### config.mk
export PLATFORM = sky130hd
export DESIGN_NAME = dual_ram_clr
export DESIGN_NICKNAME = d
export VERILOG_FILES = /design/src/rtl/dual_ram_pkg.sv /design/src/rtl/dual_ram_core.sv /design/src/rtl/dual_ram_clr.sv
export SDC_FILE = /design/constraint.sdc
export NUM_CORES = 1
export LEC_CHECK = 0
export CORE_ASPECT_RATIO = 1.75
export CORE_MARGIN = 3
export CORE_UTILIZATION = 43
export DETAILED_ROUTE_END_ITERATION = 6
export SYNTH_ARGS = -nofsm -noshare
export SYNTH_HDL_FRONTEND = slang
export SYNTH_SLANG_ARGS = --single-unit
### constraint.sdc
create_clock -name clock -period 2.2 [get_ports clock]
set_input_delay 0.44 -clock clock [delete_from_list [all_inputs] [get_ports clock]]
set_output_delay 0.44 -clock clock [all_outputs]
set_load 0.01 [all_outputs]
### src/rtl/dual_ram_pkg.sv
// Shared types and helpers for the parametrised dual-port RAM with clear sweep.
package dual_ram_pkg;

  typedef enum logic {
    CLEAR = 1'b0,
    READY = 1'b1
  } state_t;

  // Selects which register currently drives q.
  typedef enum logic [1:0] {
    Q_ZERO = 2'd0,
    Q_CORE = 2'd1,
    Q_BYP  = 2'd2
  } q_src_t;

  function automatic int unsigned depth_of(input int unsigned addr_w);
    return 32'(1) << addr_w;
  endfunction

endpackage

### src/rtl/dual_ram_core.sv
// Plain storage array: one synchronous write port, one synchronous read port, no reset.
module dual_ram_core
  import dual_ram_pkg::*;
#(
  parameter int unsigned DATA_W = 4,
  parameter int unsigned ADDR_W = 3
) (
  input  logic              clock,
  input  logic              i_we,
  input  logic [ADDR_W-1:0] i_waddr,
  input  logic [DATA_W-1:0] i_wdata,
  input  logic              i_re,
  input  logic [ADDR_W-1:0] i_raddr,
  output logic [DATA_W-1:0] o_rdata
);

  localparam int unsigned DEPTH = depth_of(ADDR_W);

  logic [DATA_W-1:0] r_mem [DEPTH];
  logic [DATA_W-1:0] r_rdata;

  always_ff @(posedge clock) begin
    if (i_we) begin
      r_mem[i_waddr] <= i_wdata;
    end
  end

  // Read returns the pre-write word on a same-address collision; the top bypasses it.
  always_ff @(posedge clock) begin
    if (i_re) begin
      r_rdata <= r_mem[i_raddr];
    end
  end

  assign o_rdata = r_rdata;

endmodule

### src/rtl/dual_ram_clr.sv
// Simple dual-port RAM with write-first bypass and an optional zeroing sweep after reset.
module dual_ram_clr
  import dual_ram_pkg::*;
#(
  parameter int unsigned DATA_W         = 4,
  parameter int unsigned ADDR_W         = 3,
  parameter bit          CLEAR_ON_RESET = 1'b1
) (
  input  logic              clock,
  input  logic              reset,
  input  logic [DATA_W-1:0] data,
  input  logic [ADDR_W-1:0] wraddress,
  input  logic              wren,
  input  logic [ADDR_W-1:0] rdaddress,
  input  logic              rden,
  output logic [DATA_W-1:0] q,
  output logic              q_valid,
  output logic              busy
);

  localparam int unsigned        DEPTH     = depth_of(ADDR_W);
  localparam logic [ADDR_W-1:0]  LAST_ADDR = ADDR_W'(DEPTH - 1);

  state_t             r_state;
  state_t             w_state_nxt;
  logic               r_busy;
  logic               w_busy_nxt;
  logic [ADDR_W-1:0]  r_clear_ptr;
  logic [ADDR_W-1:0]  w_clear_ptr_nxt;

  logic               w_core_we;
  logic [ADDR_W-1:0]  w_core_waddr;
  logic [DATA_W-1:0]  w_core_wdata;
  logic               w_core_re;
  logic [DATA_W-1:0]  w_core_rdata;
  logic               w_collision;

  q_src_t             r_q_sel;
  logic [DATA_W-1:0]  r_byp_data;
  logic               r_q_valid;

  always_ff @(posedge clock) begin
    r_state     <= w_state_nxt;
    r_busy      <= w_busy_nxt;
    r_clear_ptr <= w_clear_ptr_nxt;
  end

  // Next state plus the write-port mux: the sweep owns the core write port during CLEAR.
  always_comb begin
    w_state_nxt     = r_state;
    w_busy_nxt      = r_busy;
    w_clear_ptr_nxt = r_clear_ptr;
    w_core_we       = 1'b0;
    w_core_waddr    = wraddress;
    w_core_wdata    = data;
    w_core_re       = 1'b0;
    if (reset) begin
      w_state_nxt     = CLEAR_ON_RESET ? CLEAR : READY;
      w_busy_nxt      = CLEAR_ON_RESET;
      w_clear_ptr_nxt = '0;
    end else begin
      case (r_state)
        CLEAR: begin
          w_core_we       = 1'b1;
          w_core_waddr    = r_clear_ptr;
          w_core_wdata    = '0;
          w_clear_ptr_nxt = r_clear_ptr + ADDR_W'(1);
          if (r_clear_ptr == LAST_ADDR) begin
            w_state_nxt = READY;
            w_busy_nxt  = 1'b0;
          end
        end
        READY: begin
          w_core_we = wren;
          w_core_re = rden;
        end
      endcase
    end
  end

  assign w_collision = wren && (wraddress == rdaddress);

  // q is steered from registered sources only, so nothing combinational reaches it.
  always_ff @(posedge clock) begin
    if (reset) begin
      r_q_sel    <= Q_ZERO;
      r_byp_data <= '0;
      r_q_valid  <= 1'b0;
    end else begin
      r_q_valid <= w_core_re;
      if (w_core_re) begin
        r_q_sel    <= w_collision ? Q_BYP : Q_CORE;
        r_byp_data <= data;
      end
    end
  end

  always_comb begin
    q = '0;
    case (r_q_sel)
      Q_CORE:  q = w_core_rdata;
      Q_BYP:   q = r_byp_data;
      default: q = '0;
    endcase
  end

  assign q_valid = r_q_valid;
  assign busy    = r_busy;

  dual_ram_core #(
    .DATA_W (DATA_W),
    .ADDR_W (ADDR_W)
  ) u_core (
    .clock   (clock),
    .i_we    (w_core_we),
    .i_waddr (w_core_waddr),
    .i_wdata (w_core_wdata),
    .i_re    (w_core_re),
    .i_raddr (rdaddress),
    .o_rdata (w_core_rdata)
  );

endmodule

==> flow_metrics.py, run 1 <==
metrics = {
    "setup_path": {
        "reg2reg_slack_ps": 420,
        "crit_fanout": 9,
        "reg2reg_from": "r_state",
        "cp_slowest_cell": "mux4_1",
        "path_class": "in -> reg",
        "start_kind": "input port",
        "timing.rr.end": "u_core.r_mem[1][3]",
        "worstPathRequired_ps": 2260,
        "crit_path_end_kind": "flip-flop",
        "path_cells": "clkdlybuf4s50_1 -> buf_4 -> mux4_1 -> mux2_2",
        "crit_buf_inv": 2,
        "crit_family": "multiplexers",
        "crit_arrival_ps": 1930,
        "slowest_delay_ps": 580,
        "ff2ff_path_depth": 3,
    },
    "floorplan": {
        "die_h_um": 98.2,
        "rows": 32,
        "core_um2": 4560,
        "die_x_um": 58.7,
        "ioPinCount": 20,
        "start_util_pct": 45.8,
        "die_area_um2": 5760,
    },
    "cells_and_area": {
        "num-fill-cells": 418,
        "utilization_pct": 54.8,
        "area_growth_pct": 19.7,
        "final_common_cell": "edfxtp_1",
        "drive_gt1_share_pct": 13.3,
        "mostFrequentLayoutCells": "36 x edfxtp_1, 16 x nor2_1, 15 x clkdlybuf4s50_1, 12 x nand2_1, 12 x dfxtp_1",
        "diodes": 0,
        "nets": 190,
    },
    "pwr": {
        "ir_drop_mv": 0.611,
        "power.leakage_nw": 0.930,
        "cellPowerDensity_nw_per_um2": 758,
        "power_mw": 1.90,
    },
    "timing": {
        "setup_slack_ps": 327,
        "setup_tns_ps": 0,
        "slew-limit-headroom_pct": 65.2,
        "period_share_pct": 85.1,
        "min_period_ps": 1870,
        "clock_skew_ps": 5.01,
        "worstMarginPinSlew_ps": 522,
        "finalHoldViolations": 0,
        "max_freq_mhz": 534,
        "finalSetupViolCount": 0,
        "grt_setup_unrepaired": "false",
        "slew_viol_final": 0,
    },
    "cts": {
        "cts_root_buffer": "clkbuf_8",
        "numCtsBuffers": 5,
        "clkLatencyLatePin_ps": 300,
        "cts_tree": "yes",
        "path_clk_slew_ps": 90,
        "ctsHoldBuffers": 0,
        "htreeDepth": 2,
        "post-cts-setup-buffers": 0,
        "postCtsResizedCells": 0,
        "cts.sinks": 48,
        "ctsLongestPathBuffers": 2,
    },
    "grt": {
        "grt_overflow_total": 0,
        "grt_max_degree": 18,
        "grt_pass1_vias": 1288,
        "grt_first_pass_wirelength_mm": 6.09,
        "antenna_found_initial": 0,
        "grtUsageTotal_pct": 14.3,
    },
    "status": {
        "status": "completed",
    },
    "flow_run": {
        "cap_violations": 0,
    },
    "worst_hold_path": {
        "min_path_cells": 2,
        "hold_path_class": "reg -> reg",
        "worstHoldEndpoint": "r_byp_data[0]",
        "hold_start": "r_byp_data[0]",
    },
    "synth": {
        "syn_inst": 146,
        "ys_seq_area_share_pct": 63.3,
        "syn_area_um2": 2090,
        "synth.top_cell.area_share_pct": 51.8,
        "synth-seq-cells": 48,
        "ys_warn_count": 0,
        "synth_area_leaders": "edfxtp_1 52%, dfxtp_1 12%, mux4_1 10%",
        "synth_edf_count": 36,
        "syn_avg_cell_area_um2": 14.3,
        "ys.flop_type": "edfxtp_1",
        "yosysTopAreaCell": "edfxtp_1",
        "synth.distinct_cells": 32,
        "async_reset_ff_share_pct": 0,
        "syn-num-nets": 164,
    },
    "route": {
        "drt_iter0_drc": 51,
        "avgRoutedWirePerCell_um": 16.7,
        "routed_via_density": 5.45,
        "first_pass_iters": 4,
        "detailroute.via_count": 1221,
        "ant_nets": 0,
        "routed_wl_mm": 3.73,
        "drcViolationCount": 0,
    },
    "placed_design": {
        "port_buffers": 19,
        "gp_congestion": 0.711,
        "pre_cts_ws_ps": 2.06,
        "dp_hpwl_mm": 2.90,
    },
}
==> worst register-to-register path, delay by kind of cell (launching register included) <==
family	cells	cell delay, ps
flip-flops	1	660
AO/OA/AOI/OAI	1	150
AND/OR/NAND/NOR	2	630
==> cells by family after synthesis <==
family                     synth area share (%)
adders and majority gates                  2.40
DFF                                        63.3
AOI/OAI and AO/OA                          5.87
xor gates and xnor gates                   1.26
and+or+nand+nor                            11.3
muxes                                      13.2
buffers and inverters                      2.76
==> synth_stat cells (2+ instances only) <==
library cell  count
a21o_1            3
a21oi_1           6
a22oi_1           4
a31oi_1           3
and2_1            5
buf_6             2
clkbuf_1          3
dfxtp_1          12
edfxtp_1         36
ha_1              4
inv_1             4
mux2_2            4
mux2i_1           2
mux4_1            8
nand2_1          12
nand2b_1          2
nand3_1           2
nor2_1           16
nor2b_1           2
nor4b_1           2
xor2_1            3
==> per-layer routing <==
metal	part of all wire (%)	vias to the layer above	wire, um	GRT usage (%)
li1	-	596	-	-
met1	37	592	1360	15.9
met2	58	24	2160	25.8
met3	2.9	9	107	2.78
met4	2.6	0	98	5.76
met5	0	-	0	0
==> registers in the layout, indices dropped and copies added, names as in the netlist <==
register        flops
u_core.o_rdata      4
u_core.r_mem       32
r_clear_ptr         3
r_state             1
q_valid             1
busy                1
r_byp_data          4
r_q_sel             2
==> final cells by class <==
type                    count  area (um2)  area share, %
multi-input cells          87         709           28.4
clock inverters             3        68.8           2.75
well taps                  51        63.8           2.55
clock buffers               5        68.8           2.75
repair buffers             26         253           10.1
flip-flops and latches     48        1320           52.9
inverters                   4        15.0          0.601
==> where the power goes <==
group	switching, mW	leakage (nW)	internal [mW]
combinational	0.0652	0.433	0.0697
clock	0.295	0.0687	0.457
sequential	0.0108	0.429	0.998
total	0.371	0.930	1.52
==> how the worst max path moves through the flow <==
stage,cells past startpoint,start,end
after CTS,4,r_q_sel[0],q[2]
after floorplan,3,rdaddress[1],u_core.o_rdata[0]
after global placement,4,rdaddress[1],u_core.o_rdata[2]
after global routing,4,reset,u_core.r_mem[3][1]
after detailed placement,4,rdaddress[1],u_core.o_rdata[2]
final,4,rdaddress[1],u_core.o_rdata[2]
==> stage by stage <==
step / hold slack (ps) / std cells / area, um2
6_report: 462 / 224 / 2500
5_1_grt: 483 / 224 / 2500
2_1_floorplan: 436 / 146 / 2090
3_5_place_dp: 444 / 216 / 2350
4_1_cts: 464 / 224 / 2490
3_3_place_gp: 442 / 216 / 2350
Power figures use the tool's default switching activity.
==> run 2: changes to the inputs <==
Settings changed: CTS_CLUSTER_DIAMETER from default to 80.
==> results of run 2 <==
No change in the layout: final DEF, timing and power equal those of run 1.
